--- src/rtl/serial_addsub_pkg.sv ---
// Shared types and constants for the bit-serial adder/subtractor.
package serial_addsub_pkg;

   localparam int WIDTH_DEF = 8;

   typedef enum logic [1:0] {
      IDLE  = 2'd0,
      SHIFT = 2'd1,
      DONE  = 2'd2
   } state_t;

endpackage

--- src/rtl/serial_addsub_bit.sv ---
// One-bit full adder with its carry flop; the carry is preset on load and
// advanced on each enabled cycle.
module serial_addsub_bit (
   input  logic CLK,
   input  logic RN,
   input  logic a,
   input  logic b,
   input  logic load,
   input  logic preset,
   input  logic en,
   output logic sum,
   output logic carry,
   output logic carry_in
);

   logic c_q;

   assign carry_in = c_q;
   assign sum      = a ^ b ^ c_q;
   assign carry    = (a & b) | (a & c_q) | (b & c_q);

   always_ff @(posedge CLK or negedge RN) begin
      if (!RN)       c_q <= 1'b0;
      else if (load) c_q <= preset;
      else if (en)   c_q <= carry;
   end

endmodule

--- src/rtl/serial_addsub.sv ---
// Bit-serial add/subtract: one full-adder step per cycle, LSB first, with a
// valid/ready handshake on both the request and the result side.
module serial_addsub
   import serial_addsub_pkg::*;
#(
   parameter int WIDTH = WIDTH_DEF
) (
   input  logic             CLK,
   input  logic             RN,
   input  logic             in_valid,
   output logic             in_ready,
   input  logic [WIDTH-1:0] a,
   input  logic [WIDTH-1:0] b,
   input  logic             sub,
   output logic             out_valid,
   input  logic             out_ready,
   output logic [WIDTH-1:0] result,
   output logic             cout,
   output logic             ovf
);

   localparam int CW = $clog2(WIDTH);

   state_t           state, state_nxt;
   logic [WIDTH-1:0] a_sr, b_sr, res_q;
   logic [CW-1:0]    cnt;
   logic             cout_q, ovf_q;
   logic             accept, busy, last;
   logic             bit_sum, bit_carry, bit_cin;

   assign in_ready  = (state == IDLE);
   assign out_valid = (state == DONE);
   assign accept    = in_valid && in_ready;
   assign busy      = (state == SHIFT);
   assign last      = (cnt == CW'(WIDTH - 1));
   assign result    = res_q;
   assign cout      = cout_q;
   assign ovf       = ovf_q;

   always_ff @(posedge CLK or negedge RN) begin
      if (!RN) state <= IDLE;
      else     state <= state_nxt;
   end

   always_comb begin
      state_nxt = state;
      case (state)
         IDLE:    if (accept)    state_nxt = SHIFT;
         SHIFT:   if (last)      state_nxt = DONE;
         DONE:    if (out_ready) state_nxt = IDLE;
         default:                state_nxt = IDLE;
      endcase
   end

   // Subtraction is a + ~b + 1: invert b here, the +1 comes from the carry preset.
   always_ff @(posedge CLK or negedge RN) begin
      if (!RN) begin
         a_sr   <= '0;
         b_sr   <= '0;
         res_q  <= '0;
         cnt    <= '0;
         cout_q <= 1'b0;
         ovf_q  <= 1'b0;
      end else if (accept) begin
         a_sr <= a;
         b_sr <= sub ? ~b : b;
         cnt  <= '0;
      end else if (busy) begin
         a_sr  <= a_sr >> 1;
         b_sr  <= b_sr >> 1;
         res_q <= {bit_sum, res_q[WIDTH-1:1]};
         if (last) begin
            cout_q <= bit_carry;
            ovf_q  <= bit_cin ^ bit_carry;
         end else begin
            cnt <= cnt + CW'(1);
         end
      end
   end

   serial_addsub_bit u_bit (
      .CLK      (CLK),
      .RN       (RN),
      .a        (a_sr[0]),
      .b        (b_sr[0]),
      .load     (accept),
      .preset   (sub),
      .en       (busy),
      .sum      (bit_sum),
      .carry    (bit_carry),
      .carry_in (bit_cin)
   );

endmodule

--- config.mk ---
export PLATFORM = sky130hd
export DESIGN_NAME = serial_addsub
export DESIGN_NICKNAME = d
export VERILOG_FILES = /design/src/rtl/serial_addsub_pkg.sv /design/src/rtl/serial_addsub_bit.sv /design/src/rtl/serial_addsub.sv
export SDC_FILE = /design/constraint.sdc
export NUM_CORES = 1
export LEC_CHECK = 0
export ABC_AREA = 1
export BUFFER_PORTS_ARGS = -buffer_cell sky130_fd_sc_hd__buf_2
export CORE_AREA = 2 2 79 81
export CTS_BUF_LIST = sky130_fd_sc_hd__clkbuf_2 sky130_fd_sc_hd__clkbuf_4 sky130_fd_sc_hd__clkbuf_8
export CTS_CLUSTER_DIAMETER = 120
export DETAILED_ROUTE_END_ITERATION = 6
export DIE_AREA = 0 0 81 83
export GPL_ROUTABILITY_DRIVEN = 0
export PLACE_DENSITY = 0.47
export SYNTH_ARGS = -nofsm -noshare
export SYNTH_HDL_FRONTEND = slang
export SYNTH_SLANG_ARGS = --single-unit
--- constraint.sdc ---
create_clock -name CLK -period 1.46 [get_ports CLK]
set_input_delay 0.292 -clock CLK [delete_from_list [all_inputs] [get_ports CLK]]
set_output_delay 0.292 -clock CLK [all_outputs]
set_load 0.02 [all_outputs]
# --- After elaboration in Yosys (flattened, before gate mapping) ---
# Cells that the tools add are included.
word_totals:
  register_bits: 32
op_classes:
  addsub: 1
  eq_ne: 7
  mux: 14
  n_bitwise: 10
  n_reduce_logical: 7
op_table:
  columns: ["operator", "n"]
  rows:
  - ["$mux W8", 5]
  - ["$mux W3", 3]
  - ["$not A8 Y8", 1]
  - ["$mux W2", 3]
  - ["$ne A2 B1 Y1 const B", 3]
  - ["$pmux W2 S3", 1]
  - ["$reduce_and A3 Y1", 2]
  - ["$reduce_and A2 Y1", 2]
  - ["$add A3 B1 Y3 const B", 1]
  - ["$and A1 B1 Y1", 3]
  - ["$eq A3 B3 Y1 const B", 1]
  - ["$xor A1 B1 Y1", 3]
  - ["$eq A2 B1 Y1 const B", 1]
  - ["$eq A2 B2 Y1 const B", 1]
  - ["$logic_not A2 Y1", 1]
  - ["$mux W1", 2]
  - ["$ne A2 B2 Y1 const B", 1]
  - ["$or A1 B1 Y1", 2]
  - ["$reduce_bool A2 Y1", 1]
  - ["$logic_and A1 B1 Y1", 1]
  - ["$not A1 Y1", 1]

# --- Depth between registers and ports, before layout ---
# Gate-level depths: netlist of run 1.
logic_depth:
  word_depth: 5
  ltp_mapped: 8
  mapped_depth_nobuf: 6

# --- By module ---
# Synthesis of run 1 repeated with hierarchy kept, for this count alone.
hier_totals:
  cells_unflattened: 201
  hier_area_um2: 1606.5
by_module_without_submodules:
  columns: ["module", "n_inst", "cells_each", "area_each_um2", "seq_area_each_um2"]
  rows:
  - ["serial_addsub", 1, 190, 1526.5, 775.7]
  - ["serial_addsub_bit", 1, 11, 80.1, 25.0]

# --- Least setup slack after synthesis of run 1 ---
# OpenSTA, ideal clock, no wires.
synth_path:
  path_type: "flip-flop to flip-flop"
  start: "reg state[0]"
  end: "reg cnt[0]"
  t_arrival_ns: 1.120
  setup_slack_ns: 0.223
  stages_incl_launch_ff: 7
  n_path_buf: 2
  period_less_slack_ns: 1.237
  path_cell_list: "dfrtp_1 > buf_6 > nor2_4 > nand2_4 > buf_6 > nand3_1 > nand2_1"
synth_via:
  elab_chain_len: 4
  word_cells_on_any_way: 7
synth_rtl:
  columns: ["element", "line_no", "rtl"]
  rows:
  - ["from (decl)", "serial_addsub.sv:24", "state_t state, state_nxt;"]
  - ["from (signal assigned)", "serial_addsub.sv:42", "else state <= state_nxt;"]
  - ["$logic_not A2 Y1 (*)", "serial_addsub.sv:31", "assign in_ready = (state == IDLE);"]
  - ["named net in_ready", "serial_addsub.sv:11", "output logic in_ready,"]
  - ["$logic_and A1 B1 Y1 (*)", "serial_addsub.sv:33", "assign accept = in_valid && in_ready;"]
  - ["$ne A2 B2 Y1 (no line) / $reduce_bool A2 Y1 (equally long branches)", null, null]
  - ["$reduce_and A2 Y1 (no line)", null, null]
  - ["to (signal assigned)", "serial_addsub.sv:76", "cnt <= cnt + CW'(1);"]
  - ["to (decl)", "serial_addsub.sv:26", "logic [CW-1:0] cnt;"]
# The timed path passes the listed nets; every way through them passes the cells marked *.
# A chain may end at the register's enable or synchronous reset.

# --- Final worst setup path of run 1 ---
layout_path:
  start: "reg state[0]"
  end: "out out_valid"
layout_via:
  elab_chain_len: 1
layout_rtl:
  columns: ["element", "line_no", "rtl"]
  rows:
  - ["$eq A2 B2 Y1", "serial_addsub.sv:32", "assign out_valid = (state == DONE);"]
  - ["to (decl)", "serial_addsub.sv:15", "output logic out_valid,"]
# Every way passes these cells.

==> impl_metrics.xml, run 1 <==
<?xml version="1.0" encoding="UTF-8"?>
<metrics>
  <group name="outcome">
    <metric name="outcome" unit="">complete, no violations</metric>
  </group>
  <group name="clocking">
    <metric name="insertion_delay" unit="ps">280</metric>
    <metric name="cts_made_buffers" unit="">5</metric>
    <metric name="htree_num_levels" unit="">2</metric>
    <metric name="clock_sink_total" unit="">32</metric>
    <metric name="clk_pin_slew_worst_setup_hold_paths" unit="ps">60</metric>
    <metric name="clockRootBuffer" unit="">clkbuf_8</metric>
    <metric name="cts_tree" unit="">built</metric>
    <metric name="clock_tree.buffer_depth" unit="">2</metric>
  </group>
  <group name="timing">
    <metric name="timing_max_transition_violations_final" unit="">0</metric>
    <metric name="finalWorstSetupSlack" unit="ps">59.4</metric>
    <metric name="clock_skew" unit="ps">5.45</metric>
    <metric name="setup_violating_endpoint_count_in_the_final_report" unit="">0</metric>
    <metric name="relSlewSlack" unit="%">84.1</metric>
    <metric name="setup_total_negative_slack" unit="ps">0</metric>
    <metric name="tightest_pin_transition" unit="ps">238</metric>
    <metric name="fmaxAchievable" unit="MHz">714</metric>
    <metric name="layout_worst_path_cycle_share" unit="%">95.9</metric>
    <metric name="final_period_minus_worst_setup_slack" unit="ps">1400</metric>
    <metric name="timing_hold_violations_final" unit="">0</metric>
    <metric name="grt_setup_unrepaired" unit="">no</metric>
  </group>
  <group name="floorplanning">
    <metric name="start_util" unit="%">28.3</metric>
    <metric name="dieHeight" unit="um">83</metric>
    <metric name="rows" unit="">28</metric>
    <metric name="die_width" unit="um">81</metric>
    <metric name="ios" unit="">33</metric>
    <metric name="placeableCoreArea" unit="um^2">5820</metric>
    <metric name="die_area" unit="um^2">6720</metric>
  </group>
  <group name="detailed_routing">
    <metric name="route.detailed.drc" unit="">0</metric>
    <metric name="route.detailed.vias_per_inst" unit="">4.26</metric>
    <metric name="sum_of_routed_wire_length_over_all_layers" unit="mm">3.76</metric>
    <metric name="routed-via-count" unit="">1388</metric>
    <metric name="drt_first_iter_violations" unit="">84</metric>
    <metric name="final_antenna_net_count" unit="">0</metric>
    <metric name="avgRoutedWirePerCell" unit="um">11.5</metric>
    <metric name="drtPass1Iterations" unit="">4</metric>
  </group>
  <group name="worst_setup_path">
    <metric name="crit_fanout" unit="">8</metric>
    <metric name="worst-r2r-setup-slack" unit="ps">170</metric>
    <metric name="critPathCaptureType" unit="">output pin</metric>
    <metric name="worstPathRequired" unit="ps">1170</metric>
    <metric name="cp.arrival" unit="ps">1110</metric>
    <metric name="worst-setup-path-type" unit="">reg2out</metric>
    <metric name="timing.critical_path.from_type" unit="">flip-flop</metric>
  </group>
  <group name="power">
    <metric name="cellPowerDensity" unit="nW/um^2">1990</metric>
    <metric name="totalPowerFinal" unit="mW">4.05</metric>
    <metric name="maximum_vdd_drop" unit="uV">523</metric>
    <metric name="total_leakage_power" unit="nW">1.13</metric>
  </group>
  <group name="synth">
    <metric name="synth.ff_latch_count" unit="">32</metric>
    <metric name="total_standard_cell_area_after_synthesis" unit="um^2">1650</metric>
    <metric name="mappedNetlistNets" unit="">234</metric>
    <metric name="combinational_family_with_the_most_area_after_synthesis" unit="">simple AND/OR/NAND/NOR gates</metric>
    <metric name="multiplexer_share_of_the_synthesized_area" unit="%">0</metric>
    <metric name="synth_xor_area_share" unit="%">1.06</metric>
    <metric name="fraction_of_the_mapped_netlist_area_in_adder_cells" unit="%">2.73</metric>
    <metric name="synthesis.yosys.warnings" unit="">0</metric>
    <metric name="post-synth-top-area-fraction" unit="%">48.6</metric>
    <metric name="netlist.top_cell.by_area" unit="">dfrtp_1</metric>
    <metric name="synth-seq-area-share" unit="%">48.6</metric>
    <metric name="netlist-cell-type-count" unit="">20</metric>
    <metric name="post_synth.cell_area_avg" unit="um^2">7.85</metric>
    <metric name="synthSimpleGateAreaFrac" unit="%">36.7</metric>
    <metric name="post_synth_main_area_contributors" unit="">dfrtp_1 49%, nand2_1 26%, nand3_1 3.9%</metric>
    <metric name="compound_gate_portion_of_the_synthesized_area" unit="%">4.10</metric>
    <metric name="netlist_instances" unit="">210</metric>
  </group>
  <group name="run">
    <metric name="maxCapViolations" unit="">0</metric>
  </group>
  <group name="placed_design">
    <metric name="place_ws" unit="ps">169</metric>
    <metric name="dpl.hpwl" unit="mm">2.65</metric>
    <metric name="placement.io_buffers" unit="">32</metric>
  </group>
  <group name="global_route">
    <metric name="overflow" unit="">0</metric>
    <metric name="maximum_number_of_pins_on_one_net_before_global_route_repair" unit="">33</metric>
    <metric name="grt_usage" unit="%">12.6</metric>
    <metric name="via_count_of_the_first_global_routing_pass" unit="">1356</metric>
    <metric name="initial_antenna_violation_count" unit="">0</metric>
    <metric name="wire_length_of_the_first_global_routing_pass" unit="mm">6.49</metric>
  </group>
  <group name="final_layout">
    <metric name="design.final.nets" unit="">275</metric>
    <metric name="area_delta_synth_final" unit="%">23.5</metric>
    <metric name="antenna_diode_instance_count" unit="">0</metric>
    <metric name="drive_gt1_share" unit="%">23.1</metric>
  </group>
  <group name="min_path">
    <metric name="min-delay-path-class" unit="">in2reg</metric>
  </group>
</metrics>
==> cell usage after synthesis <==
cell / instances
o21ai_0: 7
inv_1: 14
nor2_4: 3
buf_4: 1
nand2_1: 114
inv_2: 1
nand2_4: 1
buf_2: 3
nand3_1: 13
o31ai_1: 1
o21ai_2: 1
buf_6: 3
o21ai_4: 1
dfrtp_1: 32
nand2_2: 1
nor2_1: 2
xnor2_1: 2
nand3b_1: 7
ha_1: 2
fa_1: 1
==> cell families (layout without fill, tap and decap cells) <==
family	count (synthesis)	in the layout
xor gates and xnor gates	2	2
adders and majority gates	3	3
DFF	32	32
AOI/OAI and AO/OA	10	10
buffers and inverters	22	63
and+or+nand+nor	141	141
==> worst max-delay path: stages (launching register included) <==
cell and delay, ps:
dfrtp_2 420, buf_6 150, nor2_2 120, buf_4 150
==> report_power, final <==
group	internal [mW]	switching, mW
logic	0.686	1.11
registers	1.28	0.237
clock network	0.419	0.311
total	2.39	1.66
==> metrics by stage <==
stage / hold slack, ps / utilization (%) / instance area (um^2) / instances
detailed placement: 275 / 32.7 / 1900 / 316
global route: 209 / 35.0 / 2040 / 326
finish: 210 / 35.0 / 2040 / 326
global placement: 268 / 32.7 / 1900 / 316
CTS: 200 / 34.9 / 2030 / 325
floorplan: -3.59 / - / 1650 / 210
==> cell type report <==
class	count	area, um^2
Clock buffer	7	96.3
Fill cell	673	3780
Tap cell	75	93.8
Timing Repair Buffer	41	249
Inverter	15	56.3
Sequential cell	32	803
Multi-Input combinational cell	156	737
==> cells in the final DEF (no fill, tap or decap), types with 3 or more instances in the layout <==
cell | synthesis | routed
inv_1 | 14 | 14
nand3_1 | 13 | 13
nand3b_1 | 7 | 7
nand2_1 | 114 | 114
buf_2 | 3 | 31
nor2_4 | 3 | 3
buf_4 | 1 | 7
clkbuf_8 | 0 | 7
o21ai_0 | 7 | 7
dfrtp_1 | 32 | 30
==> flip-flops by register name (all words and copies together) (netlist names) <==
signal and count:
a_sr 8, b_sr 8, cnt 3, cout 1
ovf 1, result 8, state 2, u_bit.carry_in 1
==> final timing paths <==
check	from	endpoint	depth (start not counted)
min in group asynchronous	RN	result[0]$_DFFE_PN0P_	3
worst min-delay path	a[7]	a_sr[7]$_DFFE_PN0P_	3
worst max register to register	u_bit.carry_in$_DFFE_PN0P_	ovf$_DFFE_PN0P_	3
max in group asynchronous	RN	state[1]$_DFFE_PN0P_	3
worst min register to register	result[0]$_DFFE_PN0P_	result[0]$_DFFE_PN0P_	2
worst max-delay path	state[0]$_DFFE_PN0P_	out_valid	3
==> layer usage <==
metal | global-route usage (%) | vias to the layer above | part of all wire (%) | wire, um
met5 | 0 | - | 0 | 0
met4 | 6.01 | 0 | 1.6 | 60
met3 | 2.72 | 5 | 4.2 | 158
met2 | 18.1 | 25 | 45 | 1690
met1 | 17.7 | 634 | 49 | 1860
li1 | - | 724 | - | -
==> timing repair <==
item                                    in CTS  in global routing
pin swaps                                    1                  0
endpoints found under the setup margin       2                  1
setup buffers                                1                  1
hold endpoints to repair                    32                  0
hold buffers                                 1                  0
gates resized for setup                      4                  1
No activity file was read; power rests on OpenSTA's default activity.
==> run 2, diff against run 1 <==
==> config.mk (replaced) <==
export PLATFORM = sky130hd
export DESIGN_NAME = serial_addsub
export DESIGN_NICKNAME = d
export VERILOG_FILES = /design/src/rtl/serial_addsub_pkg.sv /design/src/rtl/serial_addsub_bit.sv /design/src/rtl/serial_addsub.sv
export SDC_FILE = /design/constraint.sdc
export NUM_CORES = 1
export LEC_CHECK = 0
export CORE_AREA = 2 2 75 77
export CTS_BUF_LIST = sky130_fd_sc_hd__clkbuf_2 sky130_fd_sc_hd__clkbuf_4 sky130_fd_sc_hd__clkbuf_8
export CTS_CLUSTER_DIAMETER = 120
export DETAILED_ROUTE_END_ITERATION = 6
export DIE_AREA = 0 0 77 79
export DONT_BUFFER_PORTS = 1
export GPL_ROUTABILITY_DRIVEN = 0
export PLACE_DENSITY = 0.43
export SYNTH_ARGS = -nofsm -noshare
export SYNTH_HDL_FRONTEND = slang
export SYNTH_SLANG_ARGS = --single-unit
==> constraint.sdc (replaced) <==
create_clock -name CLK -period 1.4 [get_ports CLK]
set_input_delay 0.28 -clock CLK [delete_from_list [all_inputs] [get_ports CLK]]
set_output_delay 0.28 -clock CLK [all_outputs]
set_load 0.02 [all_outputs]
==> run 2 against run 1 <==
Largest power group is now registers. Synthesized cell count decreased by 26%. First-iteration DRC count shrank 32%. Non-clock buffer count is 27 lower. Critical path type is now reg2reg. Clock-buffer cell count is 1 higher. Synthesized area decreased by 9.6%. Register-to-register slack worse by 110 ps. Highest routed layer unchanged. Final cell count shrank 26%. Sequential cell count did not move. Sequential share of layout area up 4.9 points. Die area shrank 9.5%.
==> impl_metrics.xml, run 2 <==
<?xml version="1.0" encoding="UTF-8"?>
<metrics>
  <group name="timing">
    <metric name="grt_setup_unrepaired" unit="">no</metric>
    <metric name="tightest_pin_transition" unit="ps">457</metric>
    <metric name="timing_max_transition_violations_final" unit="">0</metric>
    <metric name="layout_worst_path_cycle_share" unit="%">95.4</metric>
    <metric name="setup_violating_endpoint_count_in_the_final_report" unit="">0</metric>
    <metric name="finalWorstSetupSlack" unit="ps">63.8</metric>
    <metric name="holdWs" unit="ps">104</metric>
    <metric name="clock_skew" unit="ps">3.06</metric>
    <metric name="fmaxAchievable" unit="MHz">748</metric>
    <metric name="relSlewSlack" unit="%">69.5</metric>
    <metric name="final_period_minus_worst_setup_slack" unit="ps">1340</metric>
    <metric name="timing_hold_violations_final" unit="">0</metric>
  </group>
  <group name="synth">
    <metric name="post-synth-top-area-fraction" unit="%">53.8</metric>
    <metric name="netlist-cell-type-count" unit="">24</metric>
    <metric name="synthTopCellsByCount" unit="">53 x nand2_1, 32 x dfrtp_1, 15 x nor2_1</metric>
    <metric name="synth.ff_latch_count" unit="">32</metric>
    <metric name="mappedNetlistNets" unit="">180</metric>
    <metric name="netlist.top_cell.by_area" unit="">dfrtp_1</metric>
    <metric name="synth-edff-count" unit="">0</metric>
    <metric name="async_reset_ff_share" unit="%">100</metric>
    <metric name="postSynth.topFlopCell" unit="">dfrtp_1</metric>
    <metric name="netlist_instances" unit="">156</metric>
    <metric name="library_cell_with_the_highest_instance_count_after_synthesis" unit="">nand2_1</metric>
    <metric name="post_synth.cell_area_avg" unit="um^2">9.54</metric>
    <metric name="post_synth_main_area_contributors" unit="">dfrtp_1 54%, nand2_1 13%, a31oi_1 4.2%</metric>
    <metric name="total_standard_cell_area_after_synthesis" unit="um^2">1490</metric>
    <metric name="synth-seq-area-share" unit="%">53.8</metric>
    <metric name="synthesis.yosys.warnings" unit="">0</metric>
  </group>
  <group name="clocking">
    <metric name="htree_num_levels" unit="">2</metric>
    <metric name="clock_tree.buffer_depth" unit="">2</metric>
    <metric name="clock_sink_total" unit="">32</metric>
    <metric name="cts_made_buffers" unit="">5</metric>
    <metric name="clk_pin_slew_worst_setup_hold_paths" unit="ps">60</metric>
    <metric name="clockRootBuffer" unit="">clkbuf_8</metric>
    <metric name="cts_tree" unit="">built</metric>
    <metric name="insertion_delay" unit="ps">280</metric>
  </group>
  <group name="placed_design">
    <metric name="placedInstanceArea" unit="um^2">1620</metric>
    <metric name="placement.io_buffers" unit="">0</metric>
    <metric name="dpl.hpwl" unit="mm">2.25</metric>
    <metric name="place_ws" unit="ps">-5.41</metric>
  </group>
  <group name="final_layout">
    <metric name="antenna_diode_instance_count" unit="">0</metric>
    <metric name="fillCellCount" unit="">587</metric>
    <metric name="area_delta_synth_final" unit="%">21.4</metric>
    <metric name="layout_common_cells" unit="">52 x nand2_1, 31 x dfrtp_1, 14 x nor2_1</metric>
    <metric name="final_area" unit="um^2">1810</metric>
    <metric name="layout.cells.most_common" unit="">nand2_1</metric>
    <metric name="drive_gt1_share" unit="%">19.5</metric>
    <metric name="design.final.nets" unit="">192</metric>
  </group>
  <group name="detailed_routing">
    <metric name="final_antenna_net_count" unit="">0</metric>
    <metric name="drtPass1Iterations" unit="">4</metric>
    <metric name="route.detailed.drc" unit="">0</metric>
    <metric name="route.detailed.vias_per_inst" unit="">4.67</metric>
    <metric name="drt_first_iter_violations" unit="">57</metric>
    <metric name="sum_of_routed_wire_length_over_all_layers" unit="mm">3.21</metric>
    <metric name="avgRoutedWirePerCell" unit="um">13.3</metric>
    <metric name="routed-via-count" unit="">1125</metric>
  </group>
  <group name="global_route">
    <metric name="grt_usage" unit="%">11.5</metric>
    <metric name="wire_length_of_the_first_global_routing_pass" unit="mm">5.33</metric>
    <metric name="global_route.usage.met3" unit="%">3.98</metric>
    <metric name="overflow" unit="">0</metric>
    <metric name="use_met1" unit="%">13.3</metric>
    <metric name="via_count_of_the_first_global_routing_pass" unit="">1163</metric>
    <metric name="top_usage_layer" unit="">met2</metric>
    <metric name="initial_antenna_violation_count" unit="">0</metric>
    <metric name="maximum_number_of_pins_on_one_net_before_global_route_repair" unit="">33</metric>
    <metric name="grt.met2_usage" unit="%">18.8</metric>
  </group>
  <group name="min_path">
    <metric name="min-delay-path-class" unit="">in2reg</metric>
  </group>
  <group name="worst_setup_path">
    <metric name="worstPathRequired" unit="ps">1560</metric>
    <metric name="critPathCaptureType" unit="">flip-flop</metric>
    <metric name="worst-setup-path-type" unit="">reg2reg</metric>
    <metric name="worst-r2r-setup-slack" unit="ps">60</metric>
    <metric name="crit_fanout" unit="">2</metric>
    <metric name="cp.arrival" unit="ps">1500</metric>
    <metric name="timing.critical_path.from_type" unit="">flip-flop</metric>
  </group>
  <group name="run">
    <metric name="maxCapViolations" unit="">0</metric>
  </group>
  <group name="power">
    <metric name="total_leakage_power" unit="nW">0.836</metric>
    <metric name="cellPowerDensity" unit="nW/um^2">2280</metric>
    <metric name="maximum_vdd_drop" unit="uV">810</metric>
  </group>
  <group name="outcome">
    <metric name="outcome" unit="">complete, no violations</metric>
  </group>
  <group name="floorplanning">
    <metric name="die_width" unit="um">77</metric>
    <metric name="die_area" unit="um^2">6080</metric>
    <metric name="placeableCoreArea" unit="um^2">5340</metric>
    <metric name="dieHeight" unit="um">79</metric>
    <metric name="rows" unit="">27</metric>
    <metric name="start_util" unit="%">27.9</metric>
    <metric name="ios" unit="">33</metric>
  </group>
</metrics>
run 2: cell count changes after synthesis, moves of 5 or more:
cell / change
a31oi_1: +10
inv_1: -13
nand2_1: -61
nand3_1: -11
nand3b_1: -7
nor2_1: +13
xor2_1: +5
run 2: area by class of cell:
type | instances | area, um^2 | share of cell area [%]
multi-input combinational | 114 | 663 | 36.7
timing repair buffer | 14 | 149 | 8.24
clock buffer | 8 | 97.6 | 5.40
sequential | 32 | 802 | 44.4
tap | 72 | 90.1 | 4.98
inverter | 1 | 6.26 | 0.346
run 2: what timing repair did:
| item | 4_1_cts | 5_1_grt |
|---|---|---|
| setup buffers | 1 | 0 |
| endpoints found under the setup margin | 4 | 7 |
| pin swaps | 0 | 1 |
| gates resized for setup | 5 | 8 |
| endpoints found under the hold margin | 32 | 0 |
| hold buffers | 2 | 0 |
run 2: final timing paths:
kind	start	end	cells after the start
worst max-delay path	u_bit.carry_in$_DFFE_PN0P_	ovf$_DFFE_PN0P_	3
worst min-delay path	out_ready	state[1]$_DFFE_PN0P_	1
worst max register to register	u_bit.carry_in$_DFFE_PN0P_	ovf$_DFFE_PN0P_	3
worst min register to register	a_sr[7]$_DFFE_PN0P_	a_sr[7]$_DFFE_PN0P_	2
max in group asynchronous	RN	state[1]$_DFFE_PN0P_	2
min in group asynchronous	RN	result[5]$_DFFE_PN0P_	2
run 2: kinds of logic after synthesis:
family	after synthesis	synth area share, %
DFF	32	53.8
AOI/OAI and AO/OA	23	10.3
muxes	2	1.51
buffers and inverters	10	4.79
and+or+nand+nor	76	20.7
xor gates and xnor gates	10	5.88
adders and majority gates	3	3.02
run 2: through the flow:
step	utilization [%]	setup TNS, ps	instances	power [mW]
2_1_floorplan	-	0	156	2.79
3_3_place_gp	30.4	0	230	3.19
3_5_place_dp	30.4	-5.41	230	3.26
4_1_cts	33.2	0	241	4.12
5_1_grt	33.9	0	241	4.47
6_report	33.9	0	241	4.13
run 2: layer usage:
metal	share of wire, %	vias up
met5	0	-
met4	3.0	0
met3	5.6	12
met2	47	35
met1	44	545
li1	-	533
run 2: worst max-delay path, cell delays in order, from the launching register on:
cell and delay, ps:
dfrtp_1 400, fa_2 400, xor2_1 160, mux2_2 260
run 2: power breakdown:
| group | switching [mW] | internal [mW] |
|---|---|---|
| Sequential | 0.435 | 1.34 |
| Combinational | 0.828 | 0.757 |
| Clock | 0.326 | 0.439 |
| Total | 1.59 | 2.54 |
